$ cat src/rtl/a2d_spi_resp.sv
// -----------------------------------------------------------------------------
// a2d_spi_resp
//   SPI responder for the 16-bit A2D channel-read protocol. The command
//   received in frame N selects a channel through cmd[13:11]. Frame N+1 shifts
//   back {4'h0, sample} of that channel, MSB first. Samples come from a
//   flattened channel bus, so the block works as an ADC stand-in.
//
// Ports:
//   clk        system clock
//   rst_n      asynchronous active-low reset
//   SS_n       active-low slave select from the master
//   SCLK       serial clock from the master (much slower than clk)
//   MOSI       command bits; sampled on the synchronized SCLK rise
//   MISO       response bits; updated on the synchronized SCLK fall
//   chan_data  channel samples; channel k occupies bits [12k+11:12k]
//   cmd_rcvd   last complete 16-bit command
//   cmd_vld    one-clk pulse when a 16-bit frame completes
//   chan_sel   channel returned in the next frame
//   frame_err  sticky: some frame ended with a bit count other than 16
// -----------------------------------------------------------------------------
module a2d_spi_resp #(
    parameter int SYNC_STAGES = 2,   // synchronizer depth, minimum 2
    parameter int NUM_CH      = 8    // fixed by the 3-bit channel field
) (
    input  logic                   clk,
    input  logic                   rst_n,
    input  logic                   SS_n,
    input  logic                   SCLK,
    input  logic                   MOSI,
    output logic                   MISO,
    input  logic [12*NUM_CH-1:0]   chan_data,
    output logic [15:0]            cmd_rcvd,
    output logic                   cmd_vld,
    output logic [2:0]             chan_sel,
    output logic                   frame_err
);

    typedef enum logic [1:0] {
        IDLE  = 2'd0,
        SHIFT = 2'd1,
        DONE  = 2'd2
    } state_t;

    state_t state, state_nxt;

    // Synchronizers plus one history flop each.
    logic [SYNC_STAGES-1:0] ss_sync, sclk_sync, mosi_sync;
    logic                   ss_hist, sclk_hist, mosi_hist;
    logic                   ss_s, sclk_s;
    logic                   ss_rise, sclk_rise, sclk_fall;

    // Marks how long the synchronizers have carried real input since reset.
    logic [SYNC_STAGES:0]   valid_sr;
    // Set once SS_n has been seen high through a settled synchronizer. This
    // keeps a frame that was cut by reset from being picked up half-way.
    logic                   armed;

    logic [15:0]            tx_shft, rx_shft;
    logic [4:0]             bit_cnt;
    logic [11:0]            sel_sample;

    logic                   start, rx_en, tx_en, commit, err_set;

    // NOTE: sequential state uses non-blocking assignments so every flop
    // samples pre-edge values; blocking here would collapse the sync chain.
    always_ff @(posedge clk or negedge rst_n) begin
        if (!rst_n) begin
            ss_sync   <= '1;
            ss_hist   <= 1'b1;
            sclk_sync <= '0;
            sclk_hist <= 1'b0;
            mosi_sync <= '0;
            mosi_hist <= 1'b0;
        end else begin
            ss_sync   <= {ss_sync[SYNC_STAGES-2:0], SS_n};
            ss_hist   <= ss_sync[SYNC_STAGES-1];
            sclk_sync <= {sclk_sync[SYNC_STAGES-2:0], SCLK};
            sclk_hist <= sclk_sync[SYNC_STAGES-1];
            mosi_sync <= {mosi_sync[SYNC_STAGES-2:0], MOSI};
            mosi_hist <= mosi_sync[SYNC_STAGES-1];
        end
    end

    assign ss_s      = ss_sync[SYNC_STAGES-1];
    assign sclk_s    = sclk_sync[SYNC_STAGES-1];
    assign ss_rise   = ~ss_hist & ss_s;
    assign sclk_rise = ~sclk_hist & sclk_s;
    assign sclk_fall = sclk_hist & ~sclk_s;

    // Sample snapshot source for the frame about to start.
    assign sel_sample = chan_data[12*int'(chan_sel) +: 12];

    always_ff @(posedge clk or negedge rst_n) begin
        if (!rst_n) state <= IDLE;
        else        state <= state_nxt;
    end

    // NOTE: every signal driven here gets a default first, so no path through
    // the case statement can leave one unassigned and infer a latch.
    always_comb begin
        state_nxt = state;
        start     = 1'b0;
        rx_en     = 1'b0;
        tx_en     = 1'b0;
        commit    = 1'b0;
        err_set   = 1'b0;
        case (state)
            IDLE: begin
                // Covers a fresh ss_fall and SS_n already low after a
                // back-to-back DONE.
                if (armed && !ss_s) begin
                    start     = 1'b1;
                    state_nxt = SHIFT;
                end
            end
            SHIFT: begin
                rx_en = sclk_rise;
                // The first fall of a frame only brings SCLK down from idle.
                tx_en = sclk_fall && (bit_cnt != 5'd0);
                if (ss_rise) state_nxt = DONE;
            end
            DONE: begin
                if (bit_cnt == 5'd16) commit  = 1'b1;
                else                  err_set = 1'b1;
                state_nxt = IDLE;
            end
            default: state_nxt = IDLE;
        endcase
    end

    assign cmd_vld = commit;

    always_ff @(posedge clk or negedge rst_n) begin
        if (!rst_n) begin
            valid_sr  <= '0;
            armed     <= 1'b0;
            tx_shft   <= '0;
            rx_shft   <= '0;
            bit_cnt   <= '0;
            cmd_rcvd  <= '0;
            chan_sel  <= '0;
            frame_err <= 1'b0;
        end else begin
            valid_sr <= {valid_sr[SYNC_STAGES-1:0], 1'b1};
            armed    <= armed | (valid_sr[SYNC_STAGES] & ss_s);

            if (start) begin
                tx_shft <= {4'h0, sel_sample};
                rx_shft <= '0;
                bit_cnt <= '0;
            end else begin
                if (rx_en) begin
                    // mosi_hist lines up with the history flop that sclk_rise uses.
                    rx_shft <= {rx_shft[14:0], mosi_hist};
                    if (bit_cnt != 5'd31) bit_cnt <= bit_cnt + 5'd1;
                end
                if (tx_en) tx_shft <= {tx_shft[14:0], 1'b0};
            end

            if (commit) begin
                cmd_rcvd <= rx_shft;
                chan_sel <= rx_shft[13:11];
            end
            if (err_set) frame_err <= 1'b1;
        end
    end

    assign MISO = ss_s ? 1'b0 : tx_shft[15];

endmodule

$ cat config.mk
export PLATFORM = sky130hd
export DESIGN_NAME = a2d_spi_resp
export DESIGN_NICKNAME = d
export VERILOG_FILES = /design/src/rtl/a2d_spi_resp.sv
export SDC_FILE = /design/constraint.sdc
export NUM_CORES = 1
export LEC_CHECK = 0
export ABC_AREA = 1
export BUFFER_PORTS_ARGS = -buffer_cell sky130_fd_sc_hd__buf_2
export CAP_MARGIN = 20
export CELL_PAD_IN_SITES_DETAIL_PLACEMENT = 1
export CELL_PAD_IN_SITES_GLOBAL_PLACEMENT = 1
export CORE_ASPECT_RATIO = 0.9
export CORE_MARGIN = 2
export CORE_UTILIZATION = 30
export CTS_CLUSTER_SIZE = 12
export DETAILED_ROUTE_END_ITERATION = 8
export PLACE_DENSITY_LB_ADDON = 0.05
export SKIP_CTS_REPAIR_TIMING = 1
export SLEW_MARGIN = 20
export SYNTH_ARGS = -nofsm -noshare
export SYNTH_HDL_FRONTEND = slang
export SYNTH_SLANG_ARGS = --single-unit
export TNS_END_PERCENT = 1
$ cat constraint.sdc
create_clock -name clk -period 1.85 [get_ports clk]
set_input_delay 0.37 -clock clk [delete_from_list [all_inputs] [get_ports clk]]
set_output_delay 0.37 -clock clk [all_outputs]
set_load 0.01 [all_outputs]
==> flow_metrics.env <==
export IMPL_cts_made_buffers=9
export IMPL_nFillCells=1711
export IMPL_port_buffers=122
export IMPL_viasPerCell=4.53
export IMPL_grt_max_degree=52
export IMPL_cp_end_kind="output port"
export IMPL_synth_distinct_cells=31
export IMPL_slowest_stage="dfrtp_1"
export IMPL_rows=40
export IMPL_gp_congestion=0.806
export IMPL_die_y_um=116
export IMPL_seqPwrFrac=0.379
export IMPL_die_w_um=128
export IMPL_ys_warn_count=0
export IMPL_rrSetupSlack_ps=200
export IMPL_finalNetCount=793
export IMPL_grt_pass1_vias=4128
export IMPL_layout_common_cells="nand2_1, inv_1, buf_2"
export IMPL_cts_root_buf="clkbuf_16"
export IMPL_cts_sinks=69
export IMPL_grt_total_usage=0.177
export IMPL_relSlewSlack=0.650
export IMPL_p_per_area_mw_per_mm2=935
export IMPL_synth_cells=571
export IMPL_min_path_type="in -> reg"
export IMPL_clock_latency_ps=340
export IMPL_fin_skew_ps=5.39
export IMPL_vias=3909
export IMPL_antennaDiodeCount=0
export IMPL_p_sw_frac=0.335
export IMPL_htree_levels=3
export IMPL_fin_crit_ps=1820
export IMPL_wl_per_cell_um=14.3
export IMPL_worstPathMaxFanout=2
export IMPL_clockBufferDepth=2
export IMPL_antenna_found_initial=0
export IMPL_ios=123
export IMPL_yosysSeqAreaShare=0.417
export IMPL_synth_edf_count=0
export IMPL_crit_path_frequent_cell="inv_2"
export IMPL_worstReg2RegStart="bit_cnt[0]$_DFFE_PN0P_"
export IMPL_period_share=0.984
export IMPL_synth_ff_type="dfrtp_1"
export IMPL_whs_path_depth=1
export IMPL_drive_above_1_share=0.282
export IMPL_path_buf_inv=3
export IMPL_synth_nets=675
export IMPL_seqCellArea_mm2=0.00173
export IMPL_first_iter_violations=147
export IMPL_async_flop_share=1.00
export IMPL_start_util=0.309
export IMPL_wirelength_um=12400
export IMPL_ir_drop_mv=0.420
export IMPL_holdPathEnd="mosi_sync[0]$_DFF_PN0_"
export IMPL_drv_cap=0
export IMPL_core_region_area_mm2=0.0134
export IMPL_setup_viol=0
export IMPL_path_clk_slew_ps=60
export IMPL_run_status="complete, no violations"
export IMPL_final_common_cell="nand2_1"
export IMPL_yosys_register_bits=69
export IMPL_pwr_share_clk=0.335
export IMPL_place_area_mm2=0.00485
export IMPL_cp_slowest_stage_delay_ps=390
export IMPL_cts_tree="done"
export IMPL_r2r_cells=8
export IMPL_critPathKind="reg -> out"
export IMPL_power_leakage_nw=3.00
export IMPL_crit_family="flip-flops"
export IMPL_first_pass_iters=4
export IMPL_overflow=0
export IMPL_syn_cell_area_mm2=0.00415
export IMPL_start_kind="register"
export IMPL_place_hpwl_um=9000
export IMPL_min_delay_start="MOSI"
export IMPL_reg2reg_to="bit_cnt[1]$_DFFE_PN0P_"
export IMPL_hold_viol_final=0
export IMPL_multi_input_area_mm2=0.00171
export IMPL_fmax_mhz=549
export IMPL_die_area_mm2=0.0148
export IMPL_drc_errors=0
export IMPL_p_sw_mw=1.63
export IMPL_final_core_util=0.388
export IMPL_syn_avg_cell_area_um2=7.26
export IMPL_critical_path_cell_chain="inv_2, ha_4, nor3b_4, nand3_2, inv_2, buf_6"
export IMPL_crit_arrival_ps=1450
export IMPL_final_area_mm2=0.00520
export IMPL_grt_pass1_wl_um=20500
export IMPL_synthToLayoutAreaGrowth_pct=25.4
export IMPL_drtAntennaViolNets=0
export IMPL_comb_power_share=0.286
export IMPL_worst_slew_pin_slew_ps=525
export IMPL_cp_data_required_time_ps=1480
export IMPL_p_int_mw=3.23
export IMPL_maxSlewViolCount=0
export IMPL_rsz0062_at_grt="yes"
final cells by class:
type	count	area share
clock buffer	9	0.0433
clock inverter	7	0.0113
inverter	136	0.0986
multi-input combinational	336	0.328
sequential	69	0.333
tap	168	0.0404
timing repair buffer	137	0.146
worst max path at each step:
| stage | cells past startpoint | startpoint | slack [ps] | to |
|---|---|---|---|---|
| finish | 6 | bit_cnt[1]$_DFFE_PN0P_ | 30 | cmd_vld |
| global route | 6 | bit_cnt[1]$_DFFE_PN0P_ | -60 | cmd_vld |
| CTS | 6 | bit_cnt[0]$_DFFE_PN0P_ | -140 | cmd_vld |
| detailed placement | 6 | bit_cnt[0]$_DFFE_PN0P_ | 250 | cmd_vld |
| global placement | 6 | bit_cnt[0]$_DFFE_PN0P_ | 300 | cmd_vld |
| floorplan | 6 | bit_cnt[0]$_DFFE_PN0P_ | 260 | cmd_vld |
cell usage after synthesis (2+ instances only):
master,number,area [um2]
a21oi_1,10,50.1
xor2_1,2,17.5
a21oi_2,10,87.6
nand2_2,5,31.3
o22ai_1,19,119
buf_2,13,65.1
buf_4,7,52.6
nor2_4,4,45.0
inv_1,130,488
o21ai_0,4,20.0
nand3_2,6,60.1
nand2_4,3,33.8
ha_1,3,37.5
o21ai_1,20,100
nand3_1,80,400
dfrtp_1,66,1650
dfstp_2,3,78.8
inv_2,5,18.8
buf_6,8,90.1
nor2_1,12,45.0
nand2_1,151,567
state kept, by name, indices dropped and copies added (netlist names):
name / flops
sclk_hist: 1
valid_sr: 3
ss_sync: 2
tx_shft: 16
rx_shft: 16
cmd_rcvd: 16
mosi_sync: 2
bit_cnt: 5
mosi_hist: 1
frame_err: 1
ss_hist: 1
armed: 1
state: 2
sclk_sync: 2
power groups by stage:
stage	combinational, mW	sequential, mW	clock (mW)
2_1_floorplan	0.917	1.85	0
3_5_place_dp	1.25	1.87	0
6_report	1.39	1.84	1.63
3_3_place_gp	1.22	1.86	0
5_1_grt	1.56	1.87	1.74
4_1_cts	1.26	1.85	1.68
stage by stage:
| step | hold WS [ps] | std cells | worst slack [ps] | setup TNS, ps | total power [mW] |
|---|---|---|---|---|---|
| after detailed placement | 319 | 840 | 247 | 0 | 3.12 |
| after CTS | -44.9 | 856 | -136 | -136 | 4.78 |
| final | 140 | 862 | 30.0 | 0 | 4.86 |
| after floorplan | 74.4 | 571 | 262 | 0 | 2.76 |
| after global placement | 320 | 840 | 297 | 0 | 3.09 |
| after global routing | 121 | 862 | -64.8 | -64.8 | 5.17 |
metal layers:
| layer | vias to the layer above | track usage | wire length [um] | part of all wire |
|---|---|---|---|---|
| met2 | 72 | 0.282 | 5660 | 0.46 |
| met4 | 0 | 0.0564 | 190 | 0.015 |
| met5 | - | 0 | 0 | 0 |
| li1 | 1972 | - | - | - |
| met3 | 13 | 0.0355 | 485 | 0.039 |
| met1 | 1852 | 0.245 | 6030 | 0.49 |
logic make-up after synthesis:
kind of cell	share of synthesized area
compound gates	0.0926
xor+xnor	0.00422
fa+ha+maj	0.00905
buf+inv	0.176
flops	0.417
other cells	0.000904
simple gates	0.300
worst register-to-register path, stage by stage (launching register included):
cell and delay, ps:
dfrtp_1 390, buf_4 140, ha_1 200, and3_1 180, ha_1 200, nor2_4 190
nor2_4 60, inv_2 90, o21ai_1 70
(Power assumes the default switching activity.)
